[config.mk]
export PLATFORM = sky130hd
export DESIGN_NAME = main_memory_responder
export DESIGN_NICKNAME = d
export VERILOG_FILES = /design/src/rtl/main_memory_responder_pkg.sv /design/src/rtl/main_memory_responder_latency_counter.sv /design/src/rtl/main_memory_responder.sv
export SDC_FILE = /design/constraint.sdc
export NUM_CORES = 1
export LEC_CHECK = 0
export BUFFER_PORTS_ARGS = -buffer_cell sky130_fd_sc_hd__buf_2
export CORE_AREA = 2 2 343 345
export CTS_CLUSTER_SIZE = 12
export DETAILED_ROUTE_END_ITERATION = 10
export DIE_AREA = 0 0 345 347
export PLACE_DENSITY = 0.44
export SETUP_SLACK_MARGIN = 0.02
export SLEW_MARGIN = 5
export SYNTH_ARGS = -nofsm -noshare
export SYNTH_HDL_FRONTEND = slang
export SYNTH_SLANG_ARGS = --single-unit
[constraint.sdc]
create_clock -name clk -period 5 [get_ports clk]
set_input_delay 0.5 -clock clk [delete_from_list [all_inputs] [get_ports clk]]
set_output_delay 0.5 -clock clk [all_outputs]
set_load 0.05 [all_outputs]
[src/rtl/main_memory_responder_pkg.sv]
// Shared types and default constants for the main memory responder.
// Holds the FSM state encoding, parameter defaults and the reset image rule.
// The reset image of word i is i * INIT_MULT, truncated to the word width.
package main_memory_responder_pkg;

  localparam int DEF_ADDR_WIDTH = 16;
  localparam int DEF_DATA_WIDTH = 32;
  localparam int DEF_MEM_DEPTH  = 16;
  localparam int DEF_LATENCY    = 3;
  localparam int INIT_MULT      = 100;

  typedef enum logic [1:0] {
    IDLE = 2'd0,
    WAIT = 2'd1,
    RESP = 2'd2
  } state_t;

  // Reset-time content of memory word idx (caller truncates to the word width).
  function automatic int unsigned init_word(input int unsigned idx);
    return idx * INIT_MULT;
  endfunction

endpackage

[src/rtl/main_memory_responder_latency_counter.sv]
// Purpose: down-counter that times the wait phase of one memory access.
// Latency: zero flag reflects the registered count (updates one edge after load/enable).
// Backpressure: none; it saturates at zero until reloaded.
module mem_latency_counter
  import main_memory_responder_pkg::*;
#(
  parameter int CNT_W = 2
) (
  input  logic             clk,
  input  logic             reset,
  input  logic             load,
  input  logic [CNT_W-1:0] load_val,
  input  logic             en,
  output logic             zero
);

  logic [CNT_W-1:0] cnt_q;
  logic [CNT_W-1:0] cnt_d;

  // Next count: load wins over enable; stop at zero instead of wrapping.
  always_comb begin
    cnt_d = cnt_q;
    if (load) begin
      cnt_d = load_val;
    end else if (en && (cnt_q != '0)) begin
      cnt_d = cnt_q - CNT_W'(1);
    end
  end

  // Count register, cleared by reset.
  always_ff @(posedge clk) begin
    if (reset) begin
      cnt_q <= '0;
    end else begin
      cnt_q <= cnt_d;
    end
  end

  assign zero = (cnt_q == '0);

endmodule

[src/rtl/main_memory_responder.sv]
// Purpose: single-outstanding memory model answering cache fills and writes.
// Latency: response valid LATENCY edges after the acceptance edge (LATENCY+1 edges inclusive).
// Backpressure: response held stable until resp_ready; no new request accepted until then.
module main_memory_responder
  import main_memory_responder_pkg::*;
#(
  parameter int ADDR_WIDTH = DEF_ADDR_WIDTH,
  parameter int DATA_WIDTH = DEF_DATA_WIDTH,
  parameter int MEM_DEPTH  = DEF_MEM_DEPTH,
  parameter int LATENCY    = DEF_LATENCY
) (
  input  logic                  clk,
  input  logic                  reset,
  input  logic                  req_valid,
  output logic                  req_ready,
  input  logic                  req_write,
  input  logic [ADDR_WIDTH-1:0] req_addr,
  input  logic [DATA_WIDTH-1:0] req_wdata,
  output logic                  resp_valid,
  input  logic                  resp_ready,
  output logic [DATA_WIDTH-1:0] resp_data,
  output logic                  resp_err
);

  localparam int IDX_W = $clog2(MEM_DEPTH);
  localparam int CNT_W = (LATENCY > 1) ? $clog2(LATENCY) : 1;

  state_t                state_q, state_d;
  logic                  req_ready_q, req_ready_d;
  logic                  resp_valid_q, resp_valid_d;
  logic [DATA_WIDTH-1:0] resp_data_q, resp_data_d;
  logic                  resp_err_q, resp_err_d;
  // Result captured at acceptance, presented once the wait phase ends.
  logic [DATA_WIDTH-1:0] hold_data_q, hold_data_d;
  logic                  hold_err_q, hold_err_d;
  logic [DATA_WIDTH-1:0] mem_q [MEM_DEPTH];
  logic [DATA_WIDTH-1:0] mem_d [MEM_DEPTH];

  logic             cnt_load;
  logic             cnt_en;
  logic             cnt_zero;
  logic             in_range;
  logic [IDX_W-1:0] idx;

  assign in_range = (req_addr < ADDR_WIDTH'(MEM_DEPTH));
  assign idx      = req_addr[IDX_W-1:0];

  mem_latency_counter #(
    .CNT_W (CNT_W)
  ) u_lat_cnt (
    .clk      (clk),
    .reset    (reset),
    .load     (cnt_load),
    .load_val (CNT_W'(LATENCY - 1)),
    .en       (cnt_en),
    .zero     (cnt_zero)
  );

  // Next-state, memory update and output staging for the three-state access FSM.
  always_comb begin
    state_d      = state_q;
    req_ready_d  = req_ready_q;
    resp_valid_d = resp_valid_q;
    resp_data_d  = resp_data_q;
    resp_err_d   = resp_err_q;
    hold_data_d  = hold_data_q;
    hold_err_d   = hold_err_q;
    mem_d        = mem_q;
    cnt_load     = 1'b0;
    cnt_en       = 1'b0;

    case (state_q)
      IDLE: begin
        if (req_valid) begin
          state_d     = WAIT;
          req_ready_d = 1'b0;
          cnt_load    = 1'b1;
          if (!in_range) begin
            // Out-of-range: no memory effect, zero data, error flagged.
            hold_data_d = '0;
            hold_err_d  = 1'b1;
          end else if (req_write) begin
            mem_d[idx]  = req_wdata;
            hold_data_d = req_wdata;
            hold_err_d  = 1'b0;
          end else begin
            hold_data_d = mem_q[idx];
            hold_err_d  = 1'b0;
          end
        end
      end
      WAIT: begin
        cnt_en = 1'b1;
        if (cnt_zero) begin
          state_d      = RESP;
          resp_valid_d = 1'b1;
          resp_data_d  = hold_data_q;
          resp_err_d   = hold_err_q;
        end
      end
      RESP: begin
        if (resp_ready) begin
          state_d      = IDLE;
          req_ready_d  = 1'b1;
          resp_valid_d = 1'b0;
          resp_data_d  = '0;
          resp_err_d   = 1'b0;
        end
      end
      default: begin
        state_d      = IDLE;
        req_ready_d  = 1'b1;
        resp_valid_d = 1'b0;
        resp_data_d  = '0;
        resp_err_d   = 1'b0;
      end
    endcase
  end

  // FSM and registered outputs; reset aborts any access in flight.
  always_ff @(posedge clk) begin
    if (reset) begin
      state_q      <= IDLE;
      req_ready_q  <= 1'b1;
      resp_valid_q <= 1'b0;
      resp_data_q  <= '0;
      resp_err_q   <= 1'b0;
      hold_data_q  <= '0;
      hold_err_q   <= 1'b0;
    end else begin
      state_q      <= state_d;
      req_ready_q  <= req_ready_d;
      resp_valid_q <= resp_valid_d;
      resp_data_q  <= resp_data_d;
      resp_err_q   <= resp_err_d;
      hold_data_q  <= hold_data_d;
      hold_err_q   <= hold_err_d;
    end
  end

  // Storage array; reset reloads the i*100 image over any earlier writes.
  always_ff @(posedge clk) begin
    if (reset) begin
      for (int i = 0; i < MEM_DEPTH; i++) begin
        mem_q[i] <= DATA_WIDTH'(init_word(i));
      end
    end else begin
      mem_q <= mem_d;
    end
  end

  assign req_ready  = req_ready_q;
  assign resp_valid = resp_valid_q;
  assign resp_data  = resp_data_q;
  assign resp_err   = resp_err_q;

endmodule

Word level (Yosys, flattened, before mapping)
Index checks and enable logic that the tools add are counted.

storage, ports and cells
  word-level logic and storage cells = 78
  register bits = 584

cells by class
  reductions and logical operators = 12
  order comparisons = 3
  mux-type cells = 29
  equal/unequal tests = 5
  bitwise gates (word level) = 3
  add/subtract/negate cells = 1

operators by type and width
  operator                                                     count
  bitwise mux 512 bit                                          1
  2-to-1 mux 32 bit                                            7
  binary-select mux 32 bit (select 4 bit)                      1
  demux 32 bit (select 4 bit)                                  1
  one-hot mux 32 bit (3 select lines)                          1
  less-than comparator 16 x 5 -> 1 bit, second input constant  1
  2-to-1 mux 2 bit                                             5
  2-to-1 mux 1 bit                                             9
  one-hot mux 1 bit (3 select lines)                           3
  AND reduction 3 bit                                          3
  != test 2 bit, second input constant                         3
  one-hot mux 2 bit (3 select lines)                           1
  greater-or-equal comparator 5 bit, second input constant     1
  less-than comparator 5 x 1 -> 1 bit, second input constant   1
  NOT 4 -> 5 bit                                               1
  zero test 2 bit                                              2
  AND reduction 4 bit                                          1
  nonzero test 2 bit                                           2
  == test 2 x 1 -> 1 bit, second input constant                1
  == test 2 bit, second input constant                         1
  logical AND 1 bit                                            2
  NOT 1 bit                                                    2
  AND reduction 2 bit                                          1
  OR reduction 2 bit                                           1
  subtractor 2 x 1 -> 2 bit, second input constant             1

Depth between registers and ports, before layout
  word-level depth = 6
  depth in mapped cells = 8

Hierarchy
A second synthesis with hierarchy kept.

unflattened totals
  cell total of the unflattened synthesis = 2,523
  area, all modules = 26,451.6 µm²

by module, submodules not included
  module                 seq. area each (µm²)  area an instance (µm²)  times used  cells each
  main_memory_responder  11,651.2              26,325.2                1           2,509
  mem_latency_counter    40.0                  126.4                   1           14

Worst setup path before layout
OpenSTA, ideal clock, no wires.

  path type = input port to flip-flop
  start = in req_addr[8]
  end = reg mem_q[2] (netlist bit)
  required time = 4,928 ps
  slack = 2,567 ps
  stages = 5
  library setup time = 72 ps
  data arrival time = 2,362 ps
  path through = or4_1 -> or4_4 -> buf_6 -> nor3_4 -> mux2i_1

between the ends
  longest elaborated chain between the ends = 2

ends and longest elaborated chain
  what                                  RTL line                      source
  start: declaration                    main_memory_responder.sv:17   input logic [ADDR_WIDTH-1:0] req_addr,
  less-than comparator 16 x 5 -> 1 bit  main_memory_responder.sv:45   assign in_range = (req_addr < ADDR_WIDTH'(MEM_DEPTH));
  AND reduction 4 bit (no source line)  -
  end signal: indexed assignment        main_memory_responder.sv:145  mem_q[i] <= DATA_WIDTH'(init_word(i));
  end signal: assignment                main_memory_responder.sv:148  mem_q <= mem_d;
  end: declaration                      main_memory_responder.sv:36   logic [DATA_WIDTH-1:0] mem_q [MEM_DEPTH];

No other way between the ends.
A chain may end at the register's enable or synchronous reset.

Final worst setup path
  start = reg state_q[1]
  end = reg mem_q[179] (netlist bit)

between the ends
  longest elaborated chain between the ends = 2

ends and longest elaborated chain
  what                                  RTL line                      source
  start: declaration                    main_memory_responder.sv:28   state_t state_q, state_d;
  start signal: assignment              main_memory_responder.sv:131  state_q <= state_d;
  zero test 2 bit                       main_memory_responder.sv:72   case (state_q)
  AND reduction 4 bit (no source line)  -

No other way between the ends.

==> metrics.log <==
[metrics] Req. time, crit path: 5.47 ns
[metrics] final critical-path share of the clock period: 0.605
[metrics] reg-to-reg critical path startpoint: state_q[1]$_SDFFE_PP0P_
[metrics] capture endpoint of the worst hold path: state_q[1]$_SDFFE_PP0P_
[metrics] number of enable-type register cells in the synthesized netlist: 0
[metrics] total routing usage reported by global routing: 0.129
[metrics] worst min path class: in -> reg
[metrics] worst-case register-to-register setup slack: 1.97 ns
[metrics] total negative slack: 0 ns
[metrics] Cell Area, Synth: 26400 um2
[metrics] IO Port Bufs: 87
[metrics] worst skew pair latency: 0.64 ns
[metrics] maximum number of pins on one net before global-route repair: 111
[metrics] share of final-layout standard cells stronger than drive strength 1: 0.182
[metrics] sequential element share of the synthesized area: 0.442
[metrics] buffer count from post-CTS setup fixing: 0
[metrics] routability congestion estimate: 0.725
[metrics] cell type with the largest total area after synthesis: dfxtp_1
[metrics] worst clock skew on the final layout: 0.0189 ns
[metrics] critical path class: reg -> reg
[metrics] initial standard-cell utilization of the core: 0.229
[metrics] drt first-iter violations: 980
[metrics] most common library cells after synthesis: 584 x dfxtp_1, 544 x mux2i_1, 481 x nand2b_1, 155 x clkbuf_1, 128 x mux4_2
[metrics] Max VDD drop: 0.236 mV
[metrics] Lkg Pwr: 13.1 nW
[metrics] worst hold path startpoint: resp_ready
[metrics] Post-Synthesis Cells: 2321
[metrics] router iterations before antenna repair: 4
[metrics] warnings from Yosys: 0
[metrics] total DRC errors in the routed layout: 0
[metrics] wire length of the first global-routing pass: 118000 um
[metrics] vias post-DR: 17400
[metrics] reg2reg path depth: 6
[metrics] Min Clock Period, post-route: 3.03 ns
[metrics] height of the die: 347 um
[metrics] number of buffers inserted by hold repair at cts: 0
[metrics] Die Area: 120000 um2
[metrics] maximum achievable frequency: 330 MHz
[metrics] Most used DFF post-synth: dfxtp_1
[metrics] placed instance area: 28300 um2
[metrics] Pins Over Slew Limit: 0
[metrics] Worst Hold Depth: 4
[metrics] result of the run: completed
[metrics] max incr delay on CP: 0.68 ns
[metrics] dominant cell by count in the synthesized netlist: dfxtp_1
[metrics] number of vias per cell: 4.52
[metrics] capture point of the worst reg-to-reg path: mem_q[179]$_SDFFE_PP0P_
[metrics] CTS Root Cell: clkbuf_16
[metrics] leading cell types by total area after synthesis: dfxtp_1 44%, mux2i_1 21%, nand2b_1 11%
[metrics] final hold slack: 0.207 ns
[metrics] # H-tree levels: 2
[metrics] Max-slew headroom: 0.202
[metrics] data arrival time of the critical path: 3.50 ns
[metrics] series of cell instances along the critical path: nand4bb_1 > nor4_4 > buf_4 > nand3_2 > buf_4 > mux2i_1
[metrics] Area growth, synth to finish: 14.2%
[metrics] vias in the first global route: 18100
[metrics] Tightest Pin Transition: 1.19 ns
[metrics] antenna violations before repair: 1
[metrics] detailed-placement wirelength estimate: 48100 um
[metrics] average routed wire per standard cell: 20.4 um
[metrics] total placed cells including tap cells: 3743
[metrics] number of instances resized during post-cts repair: 0
[metrics] final count of hold timing violations: 0
[metrics] number of library cell types mapped by synthesis: 39
[metrics] RSZ-0062 raised after global routing: no
[metrics] DRT Wirelength: 78400 um
[metrics] CTS Sinks: 584
[metrics] CTS Buf Count: 61
[metrics] CP Max Fanout: 17
[metrics] Worst path most repeated cell: buf_4
[metrics] count of nets left with antenna violations after detail routing: 0
[metrics] CTS tree: yes
[metrics] Max clock buf depth: 3
[metrics] max-cap violations: 0
[metrics] clock transition at the registers of the reported paths: 0.06 ns
[metrics] post-route cell area: 30200 um2
[metrics] Die Span X: 345 um
[metrics] count of final setup violators: 0
[metrics] number of synthesized register bits: 584
[metrics] row count: 125
[metrics] async set-or-reset flop fraction in the synthesized netlist: 0
[metrics] Core Area: 116000 um2
[metrics] overflow left after global routing: 0
[metrics] cell type of the slowest stage on the worst timing path: nor4_4
[metrics] Final Instance Count excl. Fillers: 3849
[metrics] nature of the critical path endpoint: flip-flop
[metrics] Ports: 88
[metrics] Synthesized Nets: 2375
[metrics] Yosys top cell area share: 0.442
[metrics] startpoint types: flip-flop
[metrics] total number of nets in the final design: 2336
[metrics] power density normalized to cell area: 318 nW/um2
[metrics] diode insertion count for antenna repair: 0
[metrics] syn avg cell area: 11.4 um2
layer usage:
metal | up-vias | routed length (um) | global-route usage
met2 | 338 | 34600 | 0.200
met3 | 120 | 3150 | 0.0206
met4 | 0 | 2280 | 0.0420
met1 | 8874 | 38400 | 0.182
met5 | - | 0 | 0
li1 | 8071 | - | -
registers in the layout (all words and copies together), names as in the netlist:
register and flops:
mem_q 512, hold_data_q 32, resp_data 32, state_q 2, u_lat_cnt.cnt_q 2, hold_err_q 1, req_ready 1, resp_err 1
resp_valid 1
logic make-up after synthesis:
| group | count (synthesis) | synth area share |
|---|---|---|
| muxes | 704 | 0.329 |
| and+or+nand+nor | 689 | 0.156 |
| AOI/OAI and AO/OA | 107 | 0.0332 |
| adders and majority gates | 1 | 0.000473 |
| buffers and inverters | 236 | 0.0395 |
| DFF | 584 | 0.442 |
critical path: cells and delay by family, from the launching register on:
family,cells,cell delay (ns)
AND/OR/NAND/NOR,3,1.45
flip-flops,1,0.44
multiplexers,1,0.16
buffers and inverters,2,0.79
layout make-up:
| type | instances | area [um2] |
|---|---|---|
| clock buffer | 96 | 1840 |
| tap | 1524 | 1910 |
| multi-input combinational | 1501 | 13800 |
| inverter | 2 | 7.51 |
| clock inverter | 10 | 56.3 |
| timing repair buffer | 132 | 877 |
| sequential | 584 | 11700 |
| fill | 12100 | 85500 |
power breakdown:
| part | internal [mW] | leakage (nW) | switching [mW] |
|---|---|---|---|
| clock | 2.49 | 0.937 | 1.91 |
| combinational | 0.186 | 7.48 | 0.347 |
| sequential | 4.66 | 4.71 | 0.00715 |
| total | 7.34 | 13.1 | 2.27 |
metrics by stage:
stage                      util  total power [mW]  setup slack, ns
after floorplan               -              5.13             2.57
after global placement    0.245              5.30             1.51
after detailed placement  0.245              5.31             1.42
after CTS                 0.261              9.77             1.98
after global routing      0.261              9.96             1.79
final                     0.261              9.60             1.97
how the worst max path moves through the flow:
| stage | startpoint | to | slack (ns) |
|---|---|---|---|
| after floorplan | req_addr[8] | mem_q[2]$_SDFFE_PP1P_ | 2.57 |
| after detailed placement | req_addr[8] | mem_q[176]$_SDFFE_PP0P_ | 1.42 |
| after global routing | state_q[1]$_SDFFE_PP0P_ | mem_q[185]$_SDFFE_PP0P_ | 1.79 |
| after CTS | state_q[1]$_SDFFE_PP0P_ | mem_q[179]$_SDFFE_PP0P_ | 1.98 |
| final | state_q[1]$_SDFFE_PP0P_ | mem_q[179]$_SDFFE_PP0P_ | 1.97 |
| after global placement | req_addr[8] | mem_q[179]$_SDFFE_PP0P_ | 1.51 |
placed cells by master, fill, tap and decap left out, drive strengths merged, types with 34 or more instances in the layout:
cell type  synthesis  routed
nor2             119     119
buf               79     132
nand3             44      44
mux2i            544     544
mux4             128     128
nand2b           481     481
a22oi             34      34
clkbuf           155      96
dfxtp            584     584
Power figures use the tool's default switching activity.
